[config.mk]
export PLATFORM = sky130hd
export DESIGN_NAME = ped_crossing_ctrl
export DESIGN_NICKNAME = d
export VERILOG_FILES = /design/src/rtl/ped_crossing_ctrl.sv
export SDC_FILE = /design/constraint.sdc
export NUM_CORES = 1
export LEC_CHECK = 0
export CAP_MARGIN = 20
export CORE_MARGIN = 2
export CORE_UTILIZATION = 50
export DETAILED_ROUTE_END_ITERATION = 6
export GPL_ROUTABILITY_DRIVEN = 0
export HOLD_SLACK_MARGIN = 0.06
export PLACE_DENSITY = 0.7
export SYNTH_ARGS = -nofsm -noshare
export SYNTH_HDL_FRONTEND = slang
export SYNTH_SLANG_ARGS = --single-unit
[constraint.sdc]
create_clock -name clk -period 4.6 [get_ports clk]
set_clock_uncertainty 0.2 [all_clocks]
set_input_delay 0.92 -clock clk [delete_from_list [all_inputs] [get_ports clk]]
set_output_delay 0.92 -clock clk [all_outputs]
set_load 0.03 [all_outputs]
[src/rtl/ped_crossing_ctrl.sv]
// rtl/ped_crossing_ctrl.sv - pedestrian crossing controller with walk, flashing walk and night flash
//
// Purpose: sequences a three-aspect vehicle signal and a two-aspect pedestrian
// signal. Pedestrian requests are latched; the vehicle phase is taken through
// yellow and all-red clearance before walk, followed by flashing walk and a
// further all-red before green. Night mode flashes vehicle yellow with the
// pedestrian signal dark. All phases are timed in ticks of an internal prescaler.
//
// Ports:
//   clk          clock
//   rst          synchronous, active-high reset
//   ped_req      pedestrian button level (already synchronised/debounced)
//   night        night/flash mode request (acted on only in CAR_GREEN)
//   car_red      vehicle red lamp
//   car_yellow   vehicle yellow lamp
//   car_green    vehicle green lamp
//   ped_red      pedestrian red lamp
//   ped_green    pedestrian walk lamp
//   walk_count   ticks remaining in WALK/PED_FLASH, 0 elsewhere
//   req_pending  latched pedestrian request

module ped_crossing_ctrl #(
  parameter int CLK_DIV     = 50_000_000,
  parameter int T_GREEN_MIN = 10,
  parameter int T_YELLOW    = 3,
  parameter int T_ALL_RED   = 1,
  parameter int T_WALK      = 8,
  parameter int T_FLASH     = 4,
  parameter int CNT_W       = 8
) (
  input  logic             clk,
  input  logic             rst,
  input  logic             ped_req,
  input  logic             night,
  output logic             car_red,
  output logic             car_yellow,
  output logic             car_green,
  output logic             ped_red,
  output logic             ped_green,
  output logic [CNT_W-1:0] walk_count,
  output logic             req_pending
);

  localparam int PW = (CLK_DIV > 1) ? $clog2(CLK_DIV) : 1;

  typedef enum logic [2:0] {
    RED_EXIT   = 3'd0,
    CAR_GREEN  = 3'd1,
    CAR_YELLOW = 3'd2,
    RED_ENTRY  = 3'd3,
    WALK       = 3'd4,
    PED_FLASH  = 3'd5,
    NIGHT      = 3'd6
  } state_t;

  state_t           state_q;
  state_t           state_nxt;
  logic [PW-1:0]    presc_q;
  logic [CNT_W-1:0] timer_q;
  logic [CNT_W-1:0] load_val;
  logic             phase_q;
  logic             tick;
  logic             trans;
  logic             timer_last;

  assign tick       = (presc_q == PW'(CLK_DIV - 1));
  assign trans      = (state_nxt != state_q);
  assign timer_last = tick && (timer_q == CNT_W'(1));

  // State register
  always_ff @(posedge clk) begin
    if (rst) state_q <= RED_EXIT;
    else     state_q <= state_nxt;
  end

  // Next-state logic
  always_comb begin
    state_nxt = state_q;
    unique case (state_q)
      RED_EXIT:   if (timer_last) state_nxt = CAR_GREEN;
      CAR_GREEN: begin
        // night takes priority over a pending request
        if (night)                                state_nxt = NIGHT;
        else if (timer_q == '0 && req_pending)    state_nxt = CAR_YELLOW;
      end
      CAR_YELLOW: if (timer_last) state_nxt = RED_ENTRY;
      RED_ENTRY:  if (timer_last) state_nxt = WALK;
      WALK:       if (timer_last) state_nxt = PED_FLASH;
      PED_FLASH:  if (timer_last) state_nxt = RED_EXIT;
      NIGHT:      if (!night)     state_nxt = RED_EXIT;
      default:    state_nxt = RED_EXIT;
    endcase
  end

  // Lamp decode from registered state and phase only
  always_comb begin
    car_red    = 1'b0;
    car_yellow = 1'b0;
    car_green  = 1'b0;
    ped_red    = 1'b0;
    ped_green  = 1'b0;
    walk_count = '0;
    unique case (state_q)
      RED_EXIT:   begin car_red = 1'b1;    ped_red = 1'b1; end
      CAR_GREEN:  begin car_green = 1'b1;  ped_red = 1'b1; end
      CAR_YELLOW: begin car_yellow = 1'b1; ped_red = 1'b1; end
      RED_ENTRY:  begin car_red = 1'b1;    ped_red = 1'b1; end
      WALK:       begin car_red = 1'b1; ped_green = 1'b1;   walk_count = timer_q; end
      PED_FLASH:  begin car_red = 1'b1; ped_green = phase_q; walk_count = timer_q; end
      NIGHT:      car_yellow = phase_q;
      default:    begin car_red = 1'b1;    ped_red = 1'b1; end
    endcase
  end

  // Duration of the state being entered
  always_comb begin
    load_val = '0;
    unique case (state_nxt)
      RED_EXIT, RED_ENTRY: load_val = CNT_W'(T_ALL_RED);
      CAR_GREEN:           load_val = CNT_W'(T_GREEN_MIN);
      CAR_YELLOW:          load_val = CNT_W'(T_YELLOW);
      WALK:                load_val = CNT_W'(T_WALK);
      PED_FLASH:           load_val = CNT_W'(T_FLASH);
      default:             load_val = '0;
    endcase
  end

  // Prescaler restarts on every state change so each timed state is whole ticks
  always_ff @(posedge clk) begin
    if (rst)                presc_q <= '0;
    else if (trans || tick) presc_q <= '0;
    else                    presc_q <= presc_q + 1'b1;
  end

  // Phase timer: loaded on entry, counts ticks down and saturates at 0
  always_ff @(posedge clk) begin
    if (rst)                       timer_q <= CNT_W'(T_ALL_RED);
    else if (trans)                timer_q <= load_val;
    else if (tick && timer_q != '0) timer_q <= timer_q - 1'b1;
  end

  // Flash phase: starts lit on entry to PED_FLASH/NIGHT, toggles per tick
  always_ff @(posedge clk) begin
    if (rst)
      phase_q <= 1'b0;
    else if (trans && (state_nxt == PED_FLASH || state_nxt == NIGHT))
      phase_q <= 1'b1;
    else if (tick && (state_q == PED_FLASH || state_q == NIGHT))
      phase_q <= ~phase_q;
  end

  // Request latch: clearing on WALK/NIGHT entry wins over a same-cycle press
  always_ff @(posedge clk) begin
    if (rst)
      req_pending <= 1'b0;
    else if (state_q == NIGHT || state_nxt == NIGHT ||
             (state_nxt == WALK && state_q != WALK))
      req_pending <= 1'b0;
    else if (ped_req && (state_q == RED_EXIT || state_q == CAR_GREEN ||
                         state_q == CAR_YELLOW || state_q == RED_ENTRY))
      req_pending <= 1'b1;
  end

endmodule

== After elaboration in Yosys (flattened, before gate mapping) ==
Index checks and enable logic that the tools add are counted.

* Bitwise operators: 1
* Reduce and logical (&&, ||, !) cells: 27
* $mul: 0
* Magnitude comparators: 0
* Div/mod/pow operators: 0
* Shifts and indexed selects: 0
* Equality and inequality tests: 16
* Add/subtract/negate cells: 2
* Multiplexer cells: 20

{| class="wikitable"
|+ Operators with widths
! operator !! number
|-
| $add 26x1->26 const B || 1
|-
| $eq 26x26->1 const B || 1
|-
| $mux 3 || 8
|-
| $mux 8 || 3
|-
| $pmux 3 s7 || 1
|-
| $pmux 4 s5 || 1
|-
| $eq 3x3->1 const B || 6
|-
| $eq 3x2->1 const B || 4
|-
| $eq 8x1->1 const B || 1
|-
| $logic_not 8->1 || 1
|-
| $logic_or 1x1->1 || 8
|-
| $reduce_bool 8->1 || 1
|-
| $reduce_or 2->1 || 4
|-
| $sub 8x1->8 const B || 1
|-
| $logic_and 1x1->1 || 7
|-
| $eq 3x1->1 const B || 2
|-
| $logic_not 3->1 || 2
|-
| $reduce_or 3->1 || 2
|-
| $mux 1 || 5
|-
| $pmux 1 s2 || 2
|-
| $reduce_bool 2->1 || 2
|-
| $ne 3x3->1 || 1
|-
| $ne 3x3->1 const B || 1
|-
| $not 1->1 || 1
|}

* Memories: 0
* Register bits after elaboration: 39
* Word-level logic and storage cells: 71
* Bits in read-only memories: 0
* Input port bits: 4
* Latch bits: 0
* Output and inout bits: 14
* RAM bits: 0

== Longest topological paths before layout ==
Gate-level depths: netlist (run 1).

* Depth after elaboration: 9
* Mapped depth: 9
* Depth with buffers taken out: 8

== Worst setup path before layout (run 1) ==
Ideal clock, no wire load.

* Kind: register to register
* Start: register presc_q[19]
* End: register timer_q[0]
* Stages on the path, launching flop included: 9
* Buffers on the path: 1
* Clock period less this slack: 2.819 ns
* Setup time: 0.122 ns
* Path slack: 1.781 ns
* Arrival: 2.497 ns
* Data required time: 4.278 ns
* Path through: dfxtp_1 > nand4_2 > or4_4 > nor3_4 > nor2_2 > or4_1 > buf_2 > nand2b_4 > a311o_1

* Longest elaborated chain between the ends: 8
* Elaborated cells on any way between the ends: 20
* Classes of those cells: eq/ne (7); mux (8); reduce/logical (5)

{| class="wikitable"
|+ Ends and longest elaborated chain
! item !! RTL line !! text
|-
| from (decl) || 58 || <nowiki>logic [PW-1:0] presc_q;</nowiki>
|-
| from (signal assigned) || 132 || <nowiki>else presc_q <= presc_q + 1'b1;</nowiki>
|-
| $eq 26x26->1 (*) || 66 || <nowiki>assign tick = (presc_q == PW'(CLK_DIV - 1));</nowiki>
|-
| $logic_and 1x1->1 || 68 || <nowiki>assign timer_last = tick && (timer_q == CNT_W'(1));</nowiki>
|-
| $mux 3 (on tied branches) || - ||
|-
| $pmux 3 s7 || 79 || <nowiki>unique case (state_q)</nowiki>
|-
| $eq 3x2->1 / $logic_not 3->1 (equally long branches) || 118 || <nowiki>unique case (state_nxt)</nowiki>
|-
| $reduce_or 2->1 || 118 ||
|-
| $pmux 4 s5 || 118 ||
|-
| $mux 8 || 138 || <nowiki>else if (trans) timer_q <= load_val;</nowiki>
|-
| to (signal assigned) || 137 || <nowiki>if (rst) timer_q <= CNT_W'(T_ALL_RED);</nowiki>
|-
| to (signal assigned) || 138 ||
|-
| to (signal assigned) || 139 || <nowiki>else if (tick && timer_q != '0) timer_q <= timer_q - 1'b1;</nowiki>
|-
| to (decl) || 59 || <nowiki>logic [CNT_W-1:0] timer_q;</nowiki>
|}

Mark *: on every way between the ends. The rest lies on a longest branch, timed or not.
A chain may end at the register's enable or synchronous reset.

== Worst setup path in the final report (run 1) ==
* Start: register state_q[2]
* End: output walk_count[6]

* Longest elaborated chain between the ends: 3
* Elaborated cells on any way between the ends: 4
* Classes of those cells: eq/ne (2); mux (1); reduce/logical (1)

{| class="wikitable"
|+ Ends and longest elaborated chain
! item !! RTL line !! text
|-
| from (decl) || 56 || <nowiki>state_t state_q;</nowiki>
|-
| from (signal assigned) || 73 || <nowiki>else state_q <= state_nxt;</nowiki>
|-
| $eq 3x3->1 || 103 || <nowiki>unique case (state_q)</nowiki>
|-
| $reduce_or 2->1 (no line) (*) || - ||
|-
| $mux 8 (*) || 103 ||
|-
| to (decl) || 40 || <nowiki>output logic [CNT_W-1:0] walk_count,</nowiki>
|}

Marked as above.

==> impl_metrics.yaml, run 1 <==
global_routing:
  grt_max_degree: 26
  grt_pass1_vias: 1490
  grt_pass1_wl_um: 6760
  antenna_found_initial: 0
  grt.total_usage_pct: 19.3
  grt_overflow: 0
final_layout:
  n_fill_cell: 364
  nets: 274
  antenna_cells: 0
  drive_gt1_share_pct: 6.74
  fin_util_pct: 58.8
  area_growth_pct: 13.4
timing:
  rsz0062_at_grt: "false"
  post-route-period-util_pct: 76.4
  worst_slack_ns: 1.08
  setup_violations: 0
  hold-worst-slack_ns: 0.262
  maxSlewViolCount: 0
  fin_tns_setup_ns: 0
  tightest_slew_ns: 0.792
  hold_viol_final: 0
  max_freq_mhz: 284
  maxSlewHeadroom_pct: 47.1
  layout_min_cycle_time_ns: 3.52
power_and_ir_drop:
  p_leak_nw: 0.869
  finalPower_w: 0.000588
  power_density_nw_per_um2: 250
  vdd_drop_max_uv: 183
die:
  die_area_sq_um: 4680
  rows: 23
  die_w_um: 68.4
  start_util_pct: 51.9
  die_h_um: 68.4
  core-area_sq_um: 4000
  ioPinCount: 18
route:
  wl_um: 3860
  wl_per_cell_um: 12.2
  detail-route-antenna-nets: 0
  drt_pre_antenna_iters: 4
  drc: 0
  vias: 1672
  first_iter_violations: 73
  vias_per_cell: 5.27
clock_tree:
  cts.sinks: 39
  cts_tree: "done"
  clkLatencyLatePin_ns: 0.29
  holdBufCountCts: 0
  h-tree-depth: 2
  clk_pin_slew_ns: 0.07
  clockBufferDepth: 2
  cts_buffers: 5
  post_cts_buffers: 0
  root_buffer: "clkbuf_8"
  cts.repair.resized: 0
place:
  port_buffers: 17
  dp_hpwl_um: 2730
  place_ws_ns: 1.20
yosys:
  synthCells: 252
  synth_top_flop_cell: "dfxtp_1"
  synth-edff-count: 0
  yosys_register_bits: 39
  async_flop_share_pct: 0
  synth.distinct_cells: 47
  ys_warn_count: 0
  syn_avg_cell_area_sq_um: 8.23
  syn_nets: 260
  synth.cell_area_sq_um: 2070
  ys_seq_area_share_pct: 37.6
critical_path:
  cp-start-kind: "flip-flop"
  regToRegEndpoint: "timer_q[0]"
  worstPathArrival_ns: 2.40
  cp_cell_sequence: "clkinv_1 -> nor2_1 -> and2_1 -> clkdlybuf4s50_1"
  ff2ff_setup_slack_ns: 1.51
  crit_fanout: 13
  crit_slowest_cell: "clkdlybuf4s50_1"
  cp-end-kind: "primary output"
  reg2reg_depth: 7
  required_ns: 3.48
  r2r-start: "presc_q[19]"
  cp_slowest_stage_delay_ns: 0.66
  crit_type: "flip-flop to primary output"
status:
  status: "complete, no violations"
flow_run:
  maxCapViolCount: 0
hold_path:
  hold_path.class: "flip-flop to flip-flop"
  min_path_cells: 1
  min_from: "presc_q[0]"
  hold_path_end: "presc_q[0]"
cell usage after synthesis (2+ instances only):
cell type / count / area, sq um
a211o_1: 2 / 17.5
a211oi_1: 2 / 15.0
a21oi_1: 4 / 20.0
a31oi_1: 2 / 12.5
and2_1: 6 / 37.5
and3_1: 9 / 56.3
buf_2: 2 / 10.0
clkbuf_1: 8 / 30.0
clkinv_1: 2 / 7.51
dfxtp_1: 39 / 781
ha_1: 4 / 50.1
inv_1: 4 / 15.0
nand2_1: 20 / 75.1
nand2b_1: 2 / 12.5
nand3_1: 15 / 75.1
nand3b_1: 3 / 22.5
nand4_1: 3 / 18.8
nand4_2: 2 / 25.0
nor2_1: 50 / 188
nor2b_1: 3 / 18.8
nor3_1: 7 / 35.0
nor4_1: 2 / 12.5
o21a_1: 2 / 15.0
o22ai_1: 3 / 18.8
o31ai_1: 2 / 15.0
xnor2_1: 13 / 114
xor2_1: 21 / 184
cell usage in the layout (no fill, tap or decap), types with 2 or more instances in the layout:
cell type	n
inv_1	4
nor4_1	2
a31oi_1	2
clkdlybuf4s50_1	17
nor2_1	50
a211oi_1	2
o22ai_1	3
xor2_1	21
clkinv_1	2
nand4_2	2
xnor2_1	13
dfxtp_1	39
nand2b_1	2
o21a_1	2
nor2b_1	3
nand4_1	3
nand2_1	20
nand3_1	15
o31ai_1	2
ha_1	4
nor3_1	7
a211o_1	2
clkbuf_8	5
nand3b_1	3
and3_1	9
and2_1	6
a21oi_1	4
logic make-up after synthesis:
| kind of cell | Yosys count | synth area share, % |
|---|---|---|
| AO/OA/AOI/OAI | 24 | 8.26 |
| XOR/XNOR | 34 | 14.4 |
| buffers and inverters | 16 | 3.02 |
| AND/OR/NAND/NOR | 135 | 34.3 |
| flip-flops | 39 | 37.6 |
| adder cells (fa/ha/maj) | 4 | 2.41 |
flip-flops by register name, summed over array words and instances (netlist names):
name / count
phase_q: 1
timer_q: 8
presc_q: 26
state_q: 3
req_pending: 1
power by group:
group	switching [W]	internal (W)	total (W)
clock network	0.000117	0.000106	0.000223
logic	0.0000121	0.00000860	0.0000207
registers	0.00000351	0.000341	0.000345
cell type report:
cell class,instances,area (sq um),share of cell area [%]
well taps,50,62.6,2.66
flip-flops and latches,39,781,33.2
repair buffers,17,170,7.23
multi-input cells,197,1230,52.3
clock buffers,6,72.6,3.09
clock inverters,2,12.5,0.532
inverters,6,22.5,0.957
metrics by stage:
| stage | instances | area (sq um) |
|---|---|---|
| final | 317 | 2350 |
| after global routing | 317 | 2350 |
| after CTS | 317 | 2350 |
| after detailed placement | 309 | 2270 |
| after global placement | 309 | 2270 |
| after floorplan | 252 | 2070 |
worst max path at each step:
stage	to	slack, ns	from
3_5_place_dp	timer_q[0]	1.20	night
2_1_floorplan	timer_q[0]	1.78	presc_q[19]
3_3_place_gp	timer_q[0]	1.30	night
4_1_cts	walk_count[6]	1.07	state_q[2]
6_report	walk_count[6]	1.08	state_q[2]
5_1_grt	walk_count[4]	0.95	state_q[2]
critical path: cells and delay by family (launching register included):
kind | cells | cell delay (ns)
flops | 1 | 0.58
buf+inv | 2 | 1.01
simple gates | 2 | 0.51
metal layers:
layer | GRT usage (%) | wire, um | vias up | share of wire, %
met5 | 0 | 0 | - | 0
met1 | 26.5 | 2010 | 756 | 52
met2 | 28.7 | 1660 | 25 | 43
met3 | 4.44 | 132 | 5 | 3.4
li1 | - | - | 886 | -
met4 | 8.25 | 55 | 0 | 1.4
Power figures use the tool's default switching activity.
==> run 2: changes to the inputs <==
--- a/config.mk
+++ b/config.mk
@@ -11,7 +11,7 @@
 export DETAILED_ROUTE_END_ITERATION = 6
 export GPL_ROUTABILITY_DRIVEN = 0
 export HOLD_SLACK_MARGIN = 0.06
-export PLACE_DENSITY = 0.7
+export PLACE_DENSITY = 0.72
 export SYNTH_ARGS = -nofsm -noshare
 export SYNTH_HDL_FRONTEND = slang
 export SYNTH_SLANG_ARGS = --single-unit
==> constraint.sdc (replaced) <==
create_clock -name clk -period 2.87 [get_ports clk]
set_clock_uncertainty 0.2 [all_clocks]
set_input_delay 0.574 -clock clk [delete_from_list [all_inputs] [get_ports clk]]
set_output_delay 0.574 -clock clk [all_outputs]
set_load 0.03 [all_outputs]
==> run 2 against run 1 <==
  * First-iteration DRC count up 47%
  * Flip-flop and latch count unchanged
  * Combinational power up 75%
  * Sequential share of layout area down 1.7 points
  * Clock power up 100%
  * Cell count up 4.1%
  * Core utilization up 3.2 points
  * Critical path depth up 4
  * Count of clock-buffer cells in the layout down 1
  * Critical endpoint is now timer_q[0]
  * Highest routed layer unchanged
==> impl_metrics.yaml, run 2 (same netlist as run 1, synthesis figures left out) <==
final_layout:
  antenna_cells: 0
  layout_commonest_cell: "nor2_1"
  reg_top3: "presc_q (26), timer_q (8), state_q (3)"
  largest_reg_flops: 26
  nets: 287
  area_growth_pct: 19.5
  drive_gt1_share_pct: 11.8
  final_cell_mix: "nor2_1, dfxtp_1, xor2_1"
  final_cells: 330
  fin_util_pct: 62.0
  largest-register: "presc_q"
critical_path:
  reg2reg_depth: 8
  ff2ff_setup_slack_ns: 0.13
  regToRegEndpoint: "timer_q[0]"
  cp-end-kind: "flip-flop"
  worstPathArrival_ns: 2.72
  cp_slowest_stage_delay_ns: 0.52
  crit_type: "flip-flop to flip-flop"
  r2r-start: "presc_q[0]"
  cp-start-kind: "flip-flop"
  cp_cell_sequence: "ha_1 -> nand3_1 -> or4_4 -> nor3_4 -> nor2_2 -> or4_1 -> nand2b_4 -> a311o_1"
  crit_fanout: 5
  required_ns: 2.85
  crit_slowest_cell: "or4_1"
hold_path:
  hold_path_end: "presc_q[0]"
  min_from: "presc_q[0]"
  hold_path.class: "flip-flop to flip-flop"
  min_path_cells: 1
route:
  drc: 0
  drt_pre_antenna_iters: 4
  dr_wl_met2_um: 1780
  wl_um: 4010
  vias: 1772
  first_iter_violations: 107
  detail-route-antenna-nets: 0
  dr_wl_met3_um: 161
  routed.top_layer: "met4"
  vias_per_cell: 5.37
  m1WireLength_um: 2010
  wl_per_cell_um: 12.2
timing:
  layout_min_cycle_time_ns: 2.74
  worst_slack_ns: 0.134
  hold_viol_final: 0
  post-route-period-util_pct: 95.3
  maxSlewViolCount: 0
  fin_tns_setup_ns: 0
  maxSlewHeadroom_pct: 61.6
  max_freq_mhz: 365
  tightest_slew_ns: 0.572
  setup_violations: 0
  rsz0062_at_grt: "false"
flow_run:
  maxCapViolCount: 0
global_routing:
  grt_pass1_wl_um: 6920
  grt.total_usage_pct: 19.7
  grt_max_degree: 26
  antenna_found_initial: 0
  grt_overflow: 0
  grt_pass1_vias: 1569
clock_tree:
  clkLatencyLatePin_ns: 0.29
  cts.repair.resized: 0
  cts_tree: "done"
  clk_pin_slew_ns: 0.08
  root_buffer: "clkbuf_8"
  clockBufferDepth: 2
  cts_buffers: 5
  holdBufCountCts: 0
  cts.sinks: 39
  post_cts_buffers: 0
  h-tree-depth: 2
die:
  die_area_sq_um: 4680
  die_h_um: 68.4
  core-area_sq_um: 4000
  start_util_pct: 51.9
  rows: 23
  die_w_um: 68.4
  ioPinCount: 18
place:
  place_inst: 322
  dp_hpwl_um: 2900
  port_buffers: 17
  place_ws_ns: 0.155
power_and_ir_drop:
  power_density_nw_per_um2: 421
  vdd_drop_max_uv: 349
  p_leak_nw: 0.952
status:
  status: "complete, no violations"
[run 2: changes by cell type in the layout (fill, tap and decap cells not counted), sizes merged]
cell | before | now
clkinvlp | 1 | 0
buf | 0 | 13
clkbuf | 6 | 5
clkinv | 3 | 4
bufinv | 0 | 1
[run 2: worst max-delay path by stage]
| stage | from | endpoint | slack, ns | depth (start not counted) |
|---|---|---|---|---|
| floorplan | presc_q[19] | timer_q[0] | 0.05 | 8 |
| global placement | presc_q[0] | timer_q[0] | 0.19 | 8 |
| detailed placement | presc_q[0] | timer_q[0] | 0.16 | 8 |
| CTS | state_q[2] | walk_count[2] | 0.04 | 4 |
| global route | presc_q[0] | timer_q[0] | 0.005 | 8 |
| finish | presc_q[0] | timer_q[0] | 0.13 | 8 |
[run 2: area by class of cell]
class,instances,area [sq um]
multi-input combinational,197,1230
clock inverter,3,43.8
inverter,6,22.5
timing repair buffer,30,268
tap,50,62.6
clock buffer,5,68.8
fill,367,1520
sequential,39,781
[run 2: where the power goes]
| part | internal, W | switching [W] | total [W] |
|---|---|---|---|
| sequential | 0.000547 | 0.00000578 | 0.000553 |
| combinational | 0.0000165 | 0.0000198 | 0.0000363 |
| clock | 0.000259 | 0.000196 | 0.000455 |
| total | 0.000822 | 0.000222 | 0.00104 |
[run 2: routing by layer]
metal  up-vias  GRT usage, %
met3         7          5.26
met4         0          7.25
li1        917             -
met2        34          29.3
met5         -             0
met1       814          27.2
[run 2: per-stage QoR]
stage / total power (W) / hold WS (ns) / cell area [sq um]
floorplan: 0.000586 / 0.230 / 2070
global placement: 0.000602 / 0.246 / 2360
detailed placement: 0.000601 / 0.252 / 2360
CTS: 0.00105 / 0.271 / 2480
global route: 0.00108 / 0.289 / 2480
finish: 0.00104 / 0.271 / 2480
[run 2: critical path, delay by kind of cell (launching register included)]
family                     cells  cell delay, ns
and+or+nand+nor                6            1.48
DFF                            1            0.38
AOI/OAI and AO/OA              1            0.34
adders and majority gates      1            0.22
